File: src/rtl/uno_seq_ctrl.sv
// Command sequencer for one uno PE: walks MAC streams and nonlinear Horner
// evaluations, waits out the MAC latency and returns the result. Optional: UNO_SEQ_CTRL_PERF_EN.
module uno_seq_ctrl #(
  parameter int DW        = 12,
  parameter int CNT_W     = 4,
  parameter int MAC_LAT   = 1,
  parameter int DEF_ORDER = 4
) (
  input  logic               clk_i,
  input  logic               rst_n_i,
  input  logic               cfg_we_i,
  input  logic [1:0]         cfg_op_i,
  input  logic [CNT_W-1:0]   cfg_order_i,
  input  logic               cmd_valid_i,
  output logic               cmd_ready_o,
  input  logic [1:0]         cmd_op_i,
  input  logic [CNT_W-1:0]   cmd_len_i,
  input  logic               opnd_valid_i,
  output logic               opnd_ready_o,
  output logic [1:0]         pe_op_o,
  output logic               pe_first_cycle_o,
  output logic               pe_last_cycle_o,
  output logic               pe_acc_en_o,
  output logic               pe_zero_x_o,
  output logic [CNT_W+1:0]   pe_coeff_addr_o,
  input  logic [2*DW-1:0]    pe_result_i,
  output logic               res_valid_o,
  input  logic               res_ready_i,
  output logic [2*DW-1:0]    res_data_o,
  output logic               busy_o,
  input  logic               perf_clr_i,
  output logic [15:0]        perf_busy_o,
  output logic [15:0]        perf_stall_o
);
  localparam int DRN_W = (MAC_LAT > 1) ? $clog2(MAC_LAT) : 1;

  typedef enum logic [2:0] {IDLE, MAC_RUN, NL_RUN, DRAIN, DONE} state_e;

  state_e                state_q, state_d;
  logic [1:0]            op_q, op_d;
  logic [CNT_W-1:0]      cnt_q, cnt_d, lim_q, lim_d;
  logic [DRN_W-1:0]      drn_q, drn_d;
  logic [2*DW-1:0]       res_q, res_d;
  logic [3:1][CNT_W-1:0] ord_q;
  logic [CNT_W-1:0]      cfg_val, nl_t;

  // Fewer than two terms is meaningless for Horner, so clamp on write.
  assign cfg_val = (cfg_order_i < CNT_W'(2)) ? CNT_W'(2) : cfg_order_i;

  always_comb begin
    unique case (cmd_op_i)
      2'd1:    nl_t = ord_q[1];
      2'd2:    nl_t = ord_q[2];
      default: nl_t = ord_q[3];
    endcase
  end

  always_ff @(posedge clk_i) begin
    if (!rst_n_i) begin
      state_q <= IDLE;
      op_q    <= '0;
      cnt_q   <= '0;
      lim_q   <= '0;
      drn_q   <= '0;
      res_q   <= '0;
      for (int i = 1; i <= 3; i++) ord_q[i] <= CNT_W'(DEF_ORDER);
    end else begin
      state_q <= state_d;
      op_q    <= op_d;
      cnt_q   <= cnt_d;
      lim_q   <= lim_d;
      drn_q   <= drn_d;
      res_q   <= res_d;
      for (int i = 1; i <= 3; i++)
        if (cfg_we_i && cfg_op_i == 2'(i)) ord_q[i] <= cfg_val;
    end
  end

  always_comb begin
    state_d          = state_q;
    op_d             = op_q;
    cnt_d            = cnt_q;
    lim_d            = lim_q;
    drn_d            = drn_q;
    res_d            = res_q;
    cmd_ready_o      = 1'b0;
    opnd_ready_o     = 1'b0;
    pe_first_cycle_o = 1'b0;
    pe_last_cycle_o  = 1'b0;
    pe_acc_en_o      = 1'b0;
    pe_zero_x_o      = 1'b1;
    pe_coeff_addr_o  = '0;
    res_valid_o      = 1'b0;
    unique case (state_q)
      IDLE: begin
        cmd_ready_o = 1'b1;
        if (cmd_valid_i) begin
          op_d  = cmd_op_i;
          cnt_d = '0;
          drn_d = '0;
          if (cmd_op_i == 2'd0) begin
            lim_d   = cmd_len_i;
            state_d = MAC_RUN;
          end else begin
            lim_d   = nl_t - CNT_W'(1);
            state_d = NL_RUN;
          end
        end
      end
      MAC_RUN: begin
        // cnt_q counts beats already fired; acc stays on through stalls after beat 0
        opnd_ready_o = 1'b1;
        pe_zero_x_o  = ~opnd_valid_i;
        pe_acc_en_o  = (cnt_q != '0);
        if (opnd_valid_i) begin
          if (cnt_q == lim_q) state_d = DRAIN;
          else                cnt_d   = cnt_q + CNT_W'(1);
        end
      end
      NL_RUN: begin
        pe_zero_x_o      = 1'b0;
        pe_first_cycle_o = (cnt_q == '0);
        pe_last_cycle_o  = (cnt_q == lim_q);
        pe_coeff_addr_o  = {op_q, lim_q - cnt_q};
        if (cnt_q == lim_q) state_d = DRAIN;
        else                cnt_d   = cnt_q + CNT_W'(1);
      end
      DRAIN: begin
        if (drn_q == DRN_W'(MAC_LAT - 1)) begin
          res_d   = pe_result_i;
          state_d = DONE;
        end else begin
          drn_d = drn_q + DRN_W'(1);
        end
      end
      DONE: begin
        res_valid_o = 1'b1;
        if (res_ready_i) state_d = IDLE;
      end
      default: state_d = IDLE;
    endcase
  end

  assign pe_op_o    = op_q;
  assign res_data_o = res_q;
  assign busy_o     = (state_q != IDLE);

`ifdef UNO_SEQ_CTRL_PERF_EN
  logic [15:0] pbusy_q, pstall_q;

  always_ff @(posedge clk_i) begin
    if (!rst_n_i || perf_clr_i) begin
      pbusy_q  <= '0;
      pstall_q <= '0;
    end else begin
      if (busy_o && pbusy_q != 16'hFFFF) pbusy_q <= pbusy_q + 16'd1;
      if (state_q == MAC_RUN && !opnd_valid_i && pstall_q != 16'hFFFF)
        pstall_q <= pstall_q + 16'd1;
    end
  end

  assign perf_busy_o  = pbusy_q;
  assign perf_stall_o = pstall_q;
`else
  logic unused_perf_clr;
  assign unused_perf_clr = perf_clr_i;
  assign perf_busy_o     = '0;
  assign perf_stall_o    = '0;
`endif
endmodule

File: config.mk
export PLATFORM = sky130hd
export DESIGN_NAME = uno_seq_ctrl
export DESIGN_NICKNAME = d
export VERILOG_FILES = /design/src/rtl/uno_seq_ctrl.sv
export SDC_FILE = /design/constraint.sdc
export NUM_CORES = 1
export LEC_CHECK = 0
export ABC_AREA = 1
export ABC_CLOCK_PERIOD_IN_PS = 2000
export CORE_ASPECT_RATIO = 1.1
export CORE_MARGIN = 2
export CORE_UTILIZATION = 47
export CTS_CLUSTER_SIZE = 8
export DETAILED_ROUTE_END_ITERATION = 16
export DONT_BUFFER_PORTS = 1
export MAX_ROUTING_LAYER = met4
export PLACE_DENSITY = 0.73
export SLEW_MARGIN = 40
export SYNTH_ARGS = -nofsm -noshare
export SYNTH_HDL_FRONTEND = slang
export SYNTH_SLANG_ARGS = --single-unit
File: constraint.sdc
create_clock -name clk_i -period 2 [get_ports clk_i]
set_input_delay 0.4 -clock clk_i [delete_from_list [all_inputs] [get_ports clk_i]]
set_output_delay 0.4 -clock clk_i [all_outputs]
set_load 0.05 [all_outputs]
-- Word-level counts from Yosys, hierarchy flattened
Index checks and enable logic that the tools add are counted.
- flip-flop bits (word level): 50
- word-level logic and storage cells: 70
- output and inout bits: 72
- eq/ne operators: 14
- bitwise gates (word level): 2
- $lt $le $gt $ge: 1
- muxes and demuxes: 25
- reductions and logical operators: 15
- $add $sub $neg: 4
- operators by type and width (kind ; number):
    $mux 4 ; 5
    $mux 3 ; 5
    $pmux 3 s5 ; 1
    $pmux 4 s3 ; 1
    $mux 1 ; 8
    $ne 2x2->1 const B ; 4
    $pmux 4 s2 ; 1
    $eq 2x2->1 const B ; 3
    $eq 3x2->1 const B ; 2
    $mux 6 ; 1
    $reduce_and 2->1 ; 3
    $reduce_bool 3->1 ; 2
    $add 4x1->4 const B ; 1
    $eq 2x1->1 const B ; 2
    $eq 4x4->1 ; 1
    $logic_not 4->1 ; 1
    $lt 4x2->1 const B ; 1
    $pmux 1 s2 ; 2
    $reduce_and 4->1 ; 1
    $reduce_bool 4->1 ; 1
    $sub 4x1->4 const B ; 1
    $sub 4x4->4 ; 1
    $eq 3x1->1 const B ; 1
    $eq 3x3->1 const B ; 1
    8 further kinds ; 11

-- Longest topological paths before layout
Gate-level depths: netlist of the first run.
- depth in word-level cells: 4
- gate-level depth with buffers: 10

-- Least setup slack after synthesis of the first run
Ideal clock, no wire load.
- path type: flip-flop to output port
- from: register cnt_q[2]
- to: output pe_coeff_addr_o[3]
- buffers on the path: 0
- required time: 1.600 ns
- setup slack: -0.778 ns
- arrival time: 2.378 ns
- cell stages (with the launch flop): 8
- cells stage by stage: dfxtp_1 inv_1 ha_1 nand2_1 inv_1 a221oi_1 nor2_1 nor3b_1
- longest elaborated chain between the ends: 2
- ends and longest elaborated chain (what ; RTL line ; source):
    from (decl) ; 41 ; logic [CNT_W-1:0] cnt_q, cnt_d, lim_q, lim_d;
    from (signal assigned) ; 70 ; cnt_q <= cnt_d;
    $sub 4x4->4 ; 124 ; pe_coeff_addr_o = {op_q, lim_q - cnt_q};
    $mux 6 ; 94 ; unique case (state_q)
    to (decl) ; 25 ; output logic [CNT_W+1:0] pe_coeff_addr_o,
Every way passes these cells.

-- Worst setup path in the final report of the first run
- from: register lim_q[0]
- to: output pe_coeff_addr_o[1]
- longest elaborated chain between the ends: 2
- ends and longest elaborated chain (what ; RTL line ; source):
    from (decl) ; 41 ;
    from (signal assigned) ; 71 ; lim_q <= lim_d;
    $sub 4x4->4 ; 124 ;
    $mux 6 ; 94 ;
Every way passes these cells.

==> flow_metrics.tcl, run 1 <==
set metrics [dict create \
    synth_top_area_cell "dfxtp_1" \
    first_pass_iters 4 \
    cts_tree "yes" \
    avgRoutedWirePerCell_um 11.5 \
    grt_use_total 0.179 \
    dp_cells 438 \
    setup_slack_ns -0.116 \
    initial_core_util 0.480 \
    irDropWorstVdd_mv 0.836 \
    cts.path.max_buffers 2 \
    cts.sinks 49 \
    cap_violations 0 \
    grt_max_degree 44 \
    fin_nets 430 \
    grt_pass1_vias 1965 \
    antenna_found_initial 0 \
    drtIter0Drc 76 \
    synth_top_area_share 0.386 \
    fp-row-count 28 \
    setup_violations 4 \
    num_io_pins 115 \
    regArea_sq_um 988 \
    ys_seq_area_frac 0.386 \
    slew-limit-headroom 0.580 \
    critical_path.top_delay_family "adder cells" \
    core_sq_um 5290 \
    grt_pass1_wl_mm 8.30 \
    cts.hold.buffers_added 0 \
    critical_path.max_stage_delay_ns 0.52 \
    drive_gt1_frac 0.209 \
    stdcell_count 453 \
    globalplace.congestion 0.834 \
    fillCellCount 488 \
    syn_area_per_cell_sq_um 7.26 \
    fin_crit_sh 1.06 \
    min_period_ns 2.12 \
    violations "setup timing" \
    crit_fanout 2 \
    criticalPathCategory "register to primary output" \
    clk_latency_ns 0.30 \
    path_buf_inv 4 \
    critPathArrivalTime_ns 1.72 \
    status "finished with violations" \
    hold_violations 0 \
    viasPerCell 4.74 \
    worst_hold_slack_ns 0.186 \
    rsz0062_at_grt "true" \
    die_y_um 81.1 \
    worstMarginPinSlew_ns 0.625 \
    netlist_area_sq_um 2540 \
    cts_made_buffers 5 \
    cp_slowest_cell "fa_2" \
    htree_num_levels 2 \
    io_buffers 0 \
    crit_chain "inv_2, ha_4, inv_4, fa_2, inv_2, nor2_4, buf_12" \
    critPathMostFrequentCell "inv_2" \
    leakage_nw 1.43 \
    clock.fmax_mhz 473 \
    worst_setup_path_end_kind "primary output" \
    synth_cells 350 \
    dieWidth_um 74.1 \
    die_area_sq_um 6010 \
    cp.required_ns 1.60 \
    utilization 0.575 \
    multi_input_area_sq_um 1380 \
    vias 2145 \
    ys_warn_count 0 \
    root_buffer "clkbuf_8" \
    route.detailed.drc 0 \
    synth-seq-cells 49 \
    dp_hpwl_mm 3.84 \
    areaGrowthSynthToFinish_pct 19.7 \
    clk_pin_slew_ns 0.09 \
    grt-ovfl-total 0 \
    hold_path.class "primary input to register" \
    ant_nets 0 \
    ys_top_cells_by_area "dfxtp_1, buf_4, nor2_1" \
    antenna_cells 0 \
    p_per_area_nw_per_um2 1580 \
    maxSlewViolCount 0 \
    skew_ns 0.00447 \
    yosysUniqueCellTypes 31 \
    routed_wl_mm 5.23 \
    worst_setup_path_start_kind "register" \
]
flip-flops by register name (all words and copies together) (netlist names):
register    count
pe_op_o         2
lim_q           4
cnt_q           4
res_data_o     24
state_q         3
ord_q          12
where the power goes:
part / total, W / switching (W) / internal (W) / leakage, nW
combinational: 0.00235 / 0.00146 / 0.000888 / 0.955
clock: 0.000825 / 0.000328 / 0.000497 / 0.0681
sequential: 0.00165 / 0.000479 / 0.00117 / 0.403
cell families (layout without fill, tap and decap cells):
| group | count (synthesis) | count (layout) | share of synthesized area |
|---|---|---|---|
| buf+inv | 80 | 77 | 0.169 |
| fa+ha+maj | 10 | 10 | 0.0522 |
| simple gates | 138 | 138 | 0.234 |
| xor+xnor | 5 | 5 | 0.0172 |
| other cells | 1 | 32 | 0.00148 |
| compound gates | 67 | 67 | 0.140 |
| flops | 49 | 49 | 0.386 |
layout by cell type, fill, tap and decap left out, types with 4 or more instances in the layout:
cell and instances:
nand2_1 42, buf_12 5, nor2_2 5, clkbuf_8 5, nor2_1 60, o21ai_0 37
ha_1 5, conb_1 32, dfxtp_1 43, ha_4 4, buf_4 22, dfxtp_2 6
o21ai_1 4, nand3_1 12, a21oi_1 20, inv_1 28, inv_2 9, nor3_1 5
metal layers:
layer / wire [um] / track usage / up-vias
met4: 46 / 0.0491 / 0
met1: 2270 / 0.217 / 955
met3: 332 / 0.0347 / 6
li1: - / - / 1107
met2: 2580 / 0.303 / 77
met5: 0 / - / -
cells in the mapped netlist, drive strengths merged:
| cell | number |
|---|---|
| o21ai | 41 |
| a221oi | 2 |
| conb | 1 |
| buf | 34 |
| o31a | 1 |
| nor2 | 67 |
| a31oi | 3 |
| nor3b | 1 |
| nand3 | 14 |
| nand2 | 45 |
| xor2 | 2 |
| dfxtp | 49 |
| xnor2 | 3 |
| nand4 | 2 |
| nor3 | 6 |
| or2 | 2 |
| inv | 39 |
| clkbuf | 7 |
| nor4 | 1 |
| fa | 1 |
| a21oi | 20 |
| ha | 9 |
what timing repair did:
| action | in CTS | in global routing |
|---|---|---|
| hold endpoints to repair | 0 | 0 |
| pin swaps | 9 | 8 |
| setup buffers | 4 | 4 |
| resized for setup | 20 | 13 |
| setup endpoints to repair | 4 | 6 |
worst paths after layout:
| check | startpoint | to | slack (ns) | depth (start not counted) |
|---|---|---|---|---|
| max | lim_q[0]$_SDFFE_PN0P_ | pe_coeff_addr_o[1] | -0.12 | 7 |
| min reg2reg | ord_q[11]$_SDFFE_PN0P_ | ord_q[11]$_SDFFE_PN0P_ | 0.47 | 2 |
| max reg2reg | cnt_q[2]$_SDFFE_PN0P_ | state_q[1]$_SDFFE_PN0P_ | 0.46 | 10 |
| min | rst_n_i | ord_q[6]$_SDFFE_PN1P_ | 0.19 | 1 |
layout make-up:
cell class                 count  share of cell area
multi-input combinational    252               0.452
sequential                    49               0.325
timing repair buffer          30              0.0983
inverter                      39              0.0498
tap                           75              0.0308
clock buffer                   5              0.0226
clock inverter                 3              0.0214
through the flow:
step	power, W	TNS (ns)	cell area, sq um	worst slack, ns
global route	0.00509	-0.604	3040	-0.231
global placement	0.00359	0	2730	0.0326
finish	0.00482	-0.289	3040	-0.116
CTS	0.00463	-0.341	2960	-0.155
floorplan	0.00313	-0.392	2680	-0.321
detailed placement	0.00363	-0.00350	2730	-0.00350
Note: power is estimated with default switching activity, not from simulation.
==> inputs of run 2 (changes only) <==
--- a/config.mk
+++ b/config.mk
@@ -7,14 +7,17 @@
 export LEC_CHECK = 0
 export ABC_AREA = 1
 export ABC_CLOCK_PERIOD_IN_PS = 2000
+export CELL_PAD_IN_SITES_DETAIL_PLACEMENT = 2
+export CELL_PAD_IN_SITES_GLOBAL_PLACEMENT = 2
 export CORE_ASPECT_RATIO = 1.1
 export CORE_MARGIN = 2
-export CORE_UTILIZATION = 47
+export CORE_UTILIZATION = 32
 export CTS_CLUSTER_SIZE = 8
 export DETAILED_ROUTE_END_ITERATION = 16
 export DONT_BUFFER_PORTS = 1
 export MAX_ROUTING_LAYER = met4
-export PLACE_DENSITY = 0.73
+export PLACE_DENSITY_LB_ADDON = 0.05
+export SKIP_LAST_GASP = 1
 export SLEW_MARGIN = 40
 export SYNTH_ARGS = -nofsm -noshare
 export SYNTH_HDL_FRONTEND = slang
==> flow_metrics.tcl, run 2 (synthesized netlist as in run 1, its figures left out) <==
set metrics [dict create \
    drive_gt1_frac 0.226 \
    worst_r2r_endpoint "state_q[0]$_SDFFE_PN0P_" \
    cts_tree "yes" \
    fin_nets 433 \
    ant_nets 0 \
    violations "setup timing" \
    routed_wl_mm 7.10 \
    initial_core_util 0.325 \
    criticalPathCategory "register to primary output" \
    min_from "rst_n_i" \
    critPathArrivalTime_ns 1.76 \
    dieWidth_um 89.0 \
    antenna_found_initial 0 \
    hold_path.class "primary input to register" \
    dp_slack_ns -0.0883 \
    worst_setup_path_start_kind "register" \
    setup_violations 4 \
    leakage_nw 1.45 \
    min_to "ord_q[6]$_SDFFE_PN1P_" \
    utilization 0.397 \
    antenna_cells 0 \
    grt_pass1_wl_mm 11.9 \
    num_io_pins 115 \
    hold_violations 0 \
    dp_hpwl_mm 5.26 \
    fp-row-count 34 \
    min_period_ns 2.16 \
    cap_violations 0 \
    cts.hold.buffers_added 0 \
    slew-limit-headroom 0.642 \
    grt_pass1_vias 2439 \
    irDropWorstVdd_mv 0.561 \
    min_path_cells 1 \
    rsz0062_at_grt "true" \
    r2r_cells 11 \
    first_pass_iters 4 \
    cp.required_ns 1.60 \
    grt_use_total 0.175 \
    maxSlewViolCount 0 \
    io_buffers 0 \
    die_y_um 97.5 \
    status "finished with violations" \
    root_buffer "clkbuf_8" \
    grt_max_degree 44 \
    cts.sinks 49 \
    p_per_area_nw_per_um2 1600 \
    areaGrowthSynthToFinish_pct 22.4 \
    clock.fmax_mhz 462 \
    largest_reg_flops 24 \
    r2r_slack_ns 0.31 \
    core_sq_um 7830 \
    route.detailed.drc 0 \
    layout_common_cells "nor2_1, dfxtp_1, nand2_1" \
    worst_hold_slack_ns 0.215 \
    htree_num_levels 2 \
    die_area_sq_um 8670 \
    viasPerCell 4.63 \
    fin_tns_setup_ns -0.463 \
    worst_setup_path_end_kind "primary output" \
    rr_startpoint "cnt_q[2]$_SDFFE_PN0P_" \
    clk_pin_slew_ns 0.10 \
    drtIter0Drc 23 \
    vias 2264 \
    cts_made_buffers 5 \
    skew_ns 0.00770 \
    final_common_cell "nor2_1" \
    crit_fanout 3 \
    worstMarginPinSlew_ns 0.537 \
    clk_latency_ns 0.30 \
    avgRoutedWirePerCell_um 14.5 \
    fin_crit_sh 1.08 \
    cts.path.max_buffers 2 \
    globalplace.congestion 0.800 \
    setup_slack_ns -0.164 \
    grt-ovfl-total 0 \
]
run 2: critical path, cell delays in order (launching register included):
cell and delay, ns:
dfxtp_2 0.35, inv_2 0.05, ha_4 0.23, nand2_2 0.07
inv_2 0.05, a221oi_4 0.26, nor2_2 0.07, nor3b_2 0.20
buf_6 0.19
run 2: worst max path at each step:
stage	from	end	slack [ns]
after floorplan	cnt_q[2]$_SDFFE_PN0P_	pe_coeff_addr_o[3]	-0.32
after global placement	cnt_q[2]$_SDFFE_PN0P_	pe_coeff_addr_o[3]	0.05
after detailed placement	cnt_q[2]$_SDFFE_PN0P_	pe_coeff_addr_o[3]	-0.09
after CTS	cnt_q[2]$_SDFFE_PN0P_	pe_coeff_addr_o[3]	-0.23
after global routing	cnt_q[2]$_SDFFE_PN0P_	pe_coeff_addr_o[3]	-0.27
final	cnt_q[2]$_SDFFE_PN0P_	pe_coeff_addr_o[3]	-0.16
run 2: layout make-up:
class	count	area, sq um
Multi-Input combinational cell	252	1370
Clock inverter	3	68.8
Fill cell	950	4720
Timing Repair Buffer	33	322
Tap cell	108	135
Clock buffer	5	68.8
Sequential cell	49	991
Inverter	39	154
run 2: layer usage:
layer / vias to the layer above / share of wire / track usage
li1: 1110 / - / -
met1: 1088 / 0.42 / 0.214
met2: 62 / 0.51 / 0.296
met3: 4 / 0.063 / 0.0365
met4: 0 / 0.0069 / 0.0344
met5: - / 0 / -
run 2: where the power goes:
part	leakage (nW)	internal, W	switching, W	total (W)
clock	0.0687	0.000504	0.000353	0.000857
combinational	0.974	0.000905	0.00155	0.00245
sequential	0.403	0.00117	0.000485	0.00166
total	1.45	0.00258	0.00239	0.00497
run 2: repair_timing:
action / CTS / global route
gates resized for setup: 24 / 13
pin swaps: 11 / 8
gates cloned: 0 / 0
buffers inserted: 4 / 2
setup endpoints to repair: 4 / 7
run 2: stage by stage:
| step | instances | power (W) | cell area [sq um] |
|---|---|---|---|
| floorplan | 381 | 0.00313 | 2680 |
| global placement | 475 | 0.00368 | 2800 |
| detailed placement | 475 | 0.00376 | 2800 |
| CTS | 487 | 0.00486 | 3050 |
| global route | 489 | 0.00529 | 3110 |
| finish | 489 | 0.00497 | 3110 |
